File: config.mk
export PLATFORM = sky130hd
export DESIGN_NAME = ones_frame_acc
export DESIGN_NICKNAME = d
export VERILOG_FILES = /design/src/rtl/ones_frame_acc.sv
export SDC_FILE = /design/constraint.sdc
export NUM_CORES = 1
export LEC_CHECK = 0
export CORE_MARGIN = 1
export CORE_UTILIZATION = 45
export CTS_BUF_LIST = sky130_fd_sc_hd__clkbuf_8 sky130_fd_sc_hd__clkbuf_16
export DETAILED_ROUTE_END_ITERATION = 6
export GPL_ROUTABILITY_DRIVEN = 0
export GPL_TIMING_DRIVEN = 0
export PLACE_DENSITY = 0.66
export SLEW_MARGIN = 20
export SYNTH_ARGS = -nofsm -noshare
export SYNTH_HDL_FRONTEND = slang
export SYNTH_SLANG_ARGS = --single-unit
File: constraint.sdc
create_clock -name clk -period 3.3 [get_ports clk]
set_clock_uncertainty 0.05 [all_clocks]
set_input_delay 0.66 -clock clk [delete_from_list [all_inputs] [get_ports clk]]
set_output_delay 0.66 -clock clk [all_outputs]
set_load 0.005 [all_outputs]
File: src/rtl/ones_frame_acc.sv
// Frame accumulator for per-value '1'-digit counts: collects up to FRAME_LEN samples
// (or fewer on flush) and presents sum/max/nonzero/length statistics with a valid/ready handshake.
module ones_frame_acc #(
  parameter int FRAME_LEN = 8,
  parameter int SUM_W     = 6
) (
  input  logic             clk,
  input  logic             rst_n,
  input  logic             in_valid,
  input  logic [2:0]       in_cnt,
  output logic             in_ready,
  input  logic             flush,
  output logic             out_valid,
  input  logic             out_ready,
  output logic [SUM_W-1:0] out_sum,
  output logic [2:0]       out_max,
  output logic [7:0]       out_nz,
  output logic [7:0]       out_len,
  output logic             out_ovf
);

  localparam logic [1:0] S_IDLE = 2'd0;
  localparam logic [1:0] S_ACC  = 2'd1;
  localparam logic [1:0] S_HOLD = 2'd2;

  // One extra bit above the wider of sum and sample, so the true sum is visible before saturation.
  localparam int              AW       = ((SUM_W > 3) ? SUM_W : 3) + 1;
  localparam logic [AW-1:0]   SUM_MAX  = {{(AW-SUM_W){1'b0}}, {SUM_W{1'b1}}};
  localparam logic [7:0]      LEN_FULL = 8'(FRAME_LEN);

  logic [1:0]       state_q, state_d;
  logic             in_ready_q, in_ready_d;
  logic             out_valid_q, out_valid_d;
  logic [SUM_W-1:0] sum_q, sum_d;
  logic [2:0]       max_q, max_d;
  logic [7:0]       nz_q, nz_d;
  logic [7:0]       len_q, len_d;
  logic             ovf_q, ovf_d;
  logic [SUM_W-1:0] out_sum_q, out_sum_d;
  logic [2:0]       out_max_q, out_max_d;
  logic [7:0]       out_nz_q, out_nz_d;
  logic [7:0]       out_len_q, out_len_d;
  logic             out_ovf_q, out_ovf_d;

  logic             xfer;
  logic [SUM_W-1:0] base_sum;
  logic [2:0]       base_max;
  logic [7:0]       base_nz;
  logic [7:0]       base_len;
  logic             base_ovf;
  logic [AW-1:0]    wide_sum;
  logic [SUM_W-1:0] new_sum;
  logic             new_ovf;
  logic [2:0]       new_max;
  logic [7:0]       new_nz;
  logic [7:0]       new_len;

  // Next-state, accumulator update and registered output image.
  always_comb begin
    xfer = in_valid && in_ready_q;

    // A transfer in IDLE starts from an empty frame, so it shares the ACC update path.
    if (state_q == S_IDLE) begin
      base_sum = '0;
      base_max = 3'd0;
      base_nz  = 8'd0;
      base_len = 8'd0;
      base_ovf = 1'b0;
    end else begin
      base_sum = sum_q;
      base_max = max_q;
      base_nz  = nz_q;
      base_len = len_q;
      base_ovf = ovf_q;
    end

    wide_sum = {{(AW-SUM_W){1'b0}}, base_sum} + {{(AW-3){1'b0}}, in_cnt};
    if (wide_sum > SUM_MAX) begin
      new_sum = '1;
      new_ovf = 1'b1;
    end else begin
      new_sum = wide_sum[SUM_W-1:0];
      new_ovf = base_ovf;
    end

    if (in_cnt > base_max) begin
      new_max = in_cnt;
    end else begin
      new_max = base_max;
    end

    if (in_cnt != 3'd0) begin
      new_nz = base_nz + 8'd1;
    end else begin
      new_nz = base_nz;
    end

    new_len = base_len + 8'd1;

    state_d = state_q;
    sum_d   = sum_q;
    max_d   = max_q;
    nz_d    = nz_q;
    len_d   = len_q;
    ovf_d   = ovf_q;

    case (state_q)
      S_IDLE: begin
        if (xfer) begin
          sum_d   = new_sum;
          max_d   = new_max;
          nz_d    = new_nz;
          len_d   = new_len;
          ovf_d   = new_ovf;
          state_d = flush ? S_HOLD : S_ACC;
        end else begin
          state_d = S_IDLE;
        end
      end
      S_ACC: begin
        if (xfer) begin
          sum_d = new_sum;
          max_d = new_max;
          nz_d  = new_nz;
          len_d = new_len;
          ovf_d = new_ovf;
          if (flush || (new_len == LEN_FULL)) begin
            state_d = S_HOLD;
          end else begin
            state_d = S_ACC;
          end
        end else if (flush) begin
          state_d = S_HOLD;
        end else begin
          state_d = S_ACC;
        end
      end
      S_HOLD: begin
        // out_valid is always high in HOLD, so out_ready alone completes the handshake.
        if (out_ready) begin
          state_d = S_IDLE;
          sum_d   = '0;
          max_d   = 3'd0;
          nz_d    = 8'd0;
          len_d   = 8'd0;
          ovf_d   = 1'b0;
        end else begin
          state_d = S_HOLD;
        end
      end
      default: begin
        state_d = S_IDLE;
        sum_d   = '0;
        max_d   = 3'd0;
        nz_d    = 8'd0;
        len_d   = 8'd0;
        ovf_d   = 1'b0;
      end
    endcase

    in_ready_d  = (state_d != S_HOLD);
    out_valid_d = (state_d == S_HOLD);

    if (out_valid_d) begin
      out_sum_d = sum_d;
      out_max_d = max_d;
      out_nz_d  = nz_d;
      out_len_d = len_d;
      out_ovf_d = ovf_d;
    end else begin
      out_sum_d = '0;
      out_max_d = 3'd0;
      out_nz_d  = 8'd0;
      out_len_d = 8'd0;
      out_ovf_d = 1'b0;
    end
  end

  // State, accumulator and output registers; reset discards any partial or pending frame.
  always_ff @(posedge clk or negedge rst_n) begin
    if (!rst_n) begin
      state_q     <= S_IDLE;
      in_ready_q  <= 1'b0;
      out_valid_q <= 1'b0;
      sum_q       <= '0;
      max_q       <= 3'd0;
      nz_q        <= 8'd0;
      len_q       <= 8'd0;
      ovf_q       <= 1'b0;
      out_sum_q   <= '0;
      out_max_q   <= 3'd0;
      out_nz_q    <= 8'd0;
      out_len_q   <= 8'd0;
      out_ovf_q   <= 1'b0;
    end else begin
      state_q     <= state_d;
      in_ready_q  <= in_ready_d;
      out_valid_q <= out_valid_d;
      sum_q       <= sum_d;
      max_q       <= max_d;
      nz_q        <= nz_d;
      len_q       <= len_d;
      ovf_q       <= ovf_d;
      out_sum_q   <= out_sum_d;
      out_max_q   <= out_max_d;
      out_nz_q    <= out_nz_d;
      out_len_q   <= out_len_d;
      out_ovf_q   <= out_ovf_d;
    end
  end

  assign in_ready  = in_ready_q;
  assign out_valid = out_valid_q;
  assign out_sum   = out_sum_q;
  assign out_max   = out_max_q;
  assign out_nz    = out_nz_q;
  assign out_len   = out_len_q;
  assign out_ovf   = out_ovf_q;

endmodule

After elaboration in Yosys (flattened, before gate mapping) --
Cells that the tools add are included.
Storage, ports and cells: register bits after elaboration 56, input port bits 8, output and inout bits 28, logic and storage cells 63
Cells by class: add/sub/neg operators 3, order comparisons 2, equality and inequality tests 5, mux-type cells 35, reductions and logical operators 5
Operators with widths (count):
- $mux W8 | 9
- $pmux W8 S2 | 2
- $mux W6 | 5
- $add A8 B1 Y8 const B | 2
- $mux W3 | 5
- $pmux W6 S2 | 1
- $mux W2 | 5
- $eq A8 B4 Y1 const B | 1
- $add A6 B3 Y7 | 1
- $gt A7 B6 Y1 const B | 1
- $pmux W2 S3 | 1
- $pmux W3 S2 | 1
- $mux W1 | 5
- $eq A2 B2 Y1 const B | 2
- $gt A3 B3 Y1 | 1
- $reduce_bool A3 Y1 | 1
- $eq A2 B1 Y1 const B | 1
- $logic_not A2 Y1 | 1
- $ne A2 B2 Y1 const B | 1
- $pmux W1 S2 | 1
- $reduce_or A2 Y1 | 1
- $logic_and A1 B1 Y1 | 1
- $logic_or A1 B1 Y1 | 1

Longest topological paths before layout --
depth in word-level cells 10, gate-level depth with buffers 12, gate-level depth less buffers 10

Least setup slack after synthesis --
Ideal clock, no wire load.
path kind reg-to-reg, start point register state_q[1], end point register out_nz_q[1], in the netlist out_nz[1], library setup time 0.129 ns, arrival 2.458 ns, data required time 3.121 ns, setup slack 0.663 ns, cell stages (with the launch flop) 12, buffers on the path 3, clock period less this slack 2.637 ns, path through dfrtp_1 > or2_2 > clkbuf_1 > and2_1 > ha_1 > and2_1 > a21o_1 > a221oi_1 > o31a_1 > buf_2 > buf_6 > nor3_2
Between the ends: word-level cells in the longest chain between the ends 10, elaborated cells between the ends (all ways) 18, those cells by class add/sub (2); eq/ne (4); mux (9); reduce/logical (3)
RTL lines:
- start: declaration | line 31 | logic [1:0] state_q, state_d;
- start signal: assignment | line 196 | state_q <= state_d;
- $logic_not A2 Y1 | line 63, 107
- $mux W8 | line 63 | if (state_q == S_IDLE) begin
- $add A8 B1 Y8 | line 98 | new_len = base_len + 8'd1;
- $eq A8 B4 Y1 | line 127 | if (flush || (new_len == LEN_FULL)) begin
- $logic_or A1 B1 Y1 | line 127
- $mux W2 | line 127
- $mux W2 | line 121 | if (xfer) begin
- $pmux W2 S3 | line 107 | case (state_q)
- $eq A2 B2 Y1 | line 162 | out_valid_d = (state_d == S_HOLD);
- $mux W8 * | line 164 | if (out_valid_d) begin
- net out_nz_d[1] | line 41 | logic [7:0] out_nz_q, out_nz_d;
- end signal: assignment | line 206 | out_nz_q <= out_nz_d;
- end: declaration | line 41
The timed path passes the listed nets; every way through them passes the cells marked *.

Worst setup path after layout --
Same ends and word-level chain as after synthesis.

==> metrics.md <==
| Metric | Value |
|---|---|
| CTS Buf Count | 5 |
| Row count | 29 |
| Area Overhead vs Synth | 18.7% |
| Peak VDD IR | approximately 0.20 mV |
| Crit end category | flip-flop |
| Initial Util | about 47% |
| Remaining DRCs | 2 |
| Post-Syn Nets | 321 |
| IO Pins | 36 |
| Die Y | 84.5 um |
| Pwr Density | ~450 nW/um^2 |
| H-tree levels | 2 |
| Nets@finish | 363 |
| Setup CP Type | reg -> reg |
| Detailed-route via count | about 2.6k |
| Status | finished, violations left |
| Layout cells sized above 1 | 12.1% |
| Library cells used by synthesis | a little under 60 |
| First-pass GRT wire length | 12,900 um |
| Wirelength per Cell | 17.8 um |
| Diode count | 0 |
| Post-synth top flop | dfrtp_1 |
| Met2 usage | 37.0% |
| Slew margin rel. | 52.6% |
| Placed insts | 416 |
| Number of port buffers | 35 |
| Sequential cell area | 1400 um^2 |
| Met1 Use GR | 33.2% |
| Final period util | a little over nine tenths |
| Worst Path Max Fanout | 10 |
| Share of synthesized registers carrying an async set or reset | 100% |
| Final Hold Viols | 0 |
| Critical Path Source Type | flip-flop |
| Cell leakage power | around 0.0016 uW |
| Largest net degree at the start of global routing | between 50 and 60 |
| Syn_area_per_cell | 10.1 um^2 |
| Vias in the first global route | 2,486 |
| Post-synthesis sequential area ratio | 45.8% |
| Setup Fix Bufs, Post-CTS | 0 |
| Synthesized cell area | 3060 um^2 |
| Worst slew pin tran | between 700 and 800 ps |
| Most frequent cells in the layout | dfrtp_1, clkdlybuf4s50_1, nand2_1 |
| Clk buf depth | 2 |
| Worst hold path class | in -> async |
| Die Width | 84.5 um |
| Post-CTS Hold Fix Bufs | 0 |
| EDFF count, synth | 0 |
| Commonest non-fill, non-tap cell in the layout | dfrtp_1 |
| Max-Cap Viols | 0 |
| Min Tclk post-route | 3110 ps |
| Grt total ovfl | 0 |
| Final WL | 7550 um |
| Critical path data arrival time | 3250 ps |
| Layout Cells excl Fill | 424 |
| Worst-path clk slew | 100 ps |
| Initial antenna violation count | 0 |
| Hpwl dp | 5230 um |
| # setup viols final | 0 |
| DRT antenna net count | 0 |
| Post-CTS sizing | 0 |
| Max frequency | 322 MHz |
| Post-Synthesis Cells | around 300 |
| Clk Tree Root Cell | clkbuf_8 |
| Synth Register Bits | 56 |
| Skew-Pair Late Insertion Delay | 310 ps |
| Vias per Instance | 6.12 |
| TritonCTS clock tree | done |
| Core Region | approximately 6500 um^2 |
| Iter 0 DRT Violations | 233 |
| Die footprint | 7130 um^2 |
| Ys Warns | 0 |
| GR Util met3 | under 10% |
| DR pass1 iterations | 7 |
| Total GRT Usage | 23.2% |
| Global route hottest layer | met2 |
| Multi-input logic area | 1510 um^2 |
| Max Slew Vio Count | 0 |
| Crit path required time | around 3400 ps |
| Total clock sinks | between 50 and 60 |
| Failing checks | design-rule violations |
| RSZ-0062 raised after global routing | no |
| TNS Setup | 0 ps |
| Fill count | 573 |
-- worst paths after layout --
check                      startpoint   endpoint  slack (ps)  cells after the start
hold / removal                  rst_n  out_valid         340                      1
setup / recovery           state_q[1]  out_nz[1]         190                     11
min in group clk             sum_q[1]   sum_q[1]         490                      1
setup reg to reg           state_q[1]  out_nz[1]         190                     11
max in group asynchronous       rst_n   len_q[1]        2380                      1
hold reg to reg              sum_q[1]   sum_q[1]         490                      1
-- report_power, final --
| part | internal [uW] | total (uW) | switching, uW |
|---|---|---|---|
| Combinational | 146 | 352 | 206 |
| Clock | 268 | 490 | 222 |
| Sequential | 736 | 781 | 45.0 |
-- metal layers --
layer	vias up	share of wire (%)
met5	-	0
met2	112	47
met3	7	6.0
li1	1198	-
met1	1279	46
met4	0	0.98
-- stage by stage --
| stage | total power (uW) | utilization (%) | hold WS [ps] | cell area [um^2] | setup slack, ps |
|---|---|---|---|---|---|
| after floorplan | 1020 | - | 314 | 3060 | 663 |
| after global placement | 1140 | 54.3 | 451 | 3510 | -216 |
| after detailed placement | 1140 | 54.3 | 461 | 3500 | 66.1 |
| after CTS | 1640 | 56.2 | 374 | 3630 | 167 |
| after global routing | 1710 | 56.2 | 396 | 3630 | 32.5 |
| final | 1620 | 56.2 | 341 | 3630 | 195 |
-- cells by family (layout without fill, tap and decap cells) --
kind of cell	count (synthesis)	after routing	synth area share [%]
fa+ha+maj	9	9	3.92
mux	3	3	1.02
buf+inv	28	71	4.86
compound gates	86	86	20.9
xor+xnor	4	4	1.14
simple gates	118	118	22.3
flops	56	56	45.8
-- synthesized netlist by cell type, drive strengths merged, types with 3 or more instances --
master  instances  share of area, %
a211oi          8               2.8
a21o            6               1.5
a21oi          14               2.3
a31oi           3              0.61
a32oi           5               1.4
and2            9               1.8
and3            4              0.98
buf            13               3.0
clkbuf          4              0.49
dfrtp          56                46
ha              8               3.3
inv            11               1.3
nand2          30               3.7
nand2b          5               1.0
nand3           7               1.1
nand3b          3              0.74
nand4           5               1.0
nor2           18               2.2
nor2b           4              0.82
nor3            8               1.8
nor3b          18               5.4
o21ai          17               2.9
o31a            3              0.86
o31ai           3              0.74
or2             3              0.61
-- state kept, by name, indices dropped and copies added, names as in the netlist --
signal and cells:
out_nz 8, out_sum 6, nz_q 8, sum_q 6, len_q 8, in_ready 1
out_valid 1, out_max 3, ovf_q 1, max_q 3, state_q 2, out_len 8
out_ovf 1
-- cell type report --
cell class,instances,area share (%)
clock buffer,7,2.65
multi-input combinational,220,41.6
clock inverter,1,0.827
inverter,11,1.14
sequential,56,38.6
timing repair buffer,35,9.58
tap,77,2.65
buffer,17,3.00
-- worst max-delay path: stages (launching register included) --
cell and delay, ps:
dfrtp_1 470, or2_2 350, clkbuf_2 210, and2_1 200, ha_1 270, and2_1 210
a21o_1 170, a221oi_1 250, o31a_1 190, buf_2 320, buf_6 230, nor3_2 60
(Power assumes the default switching activity.)
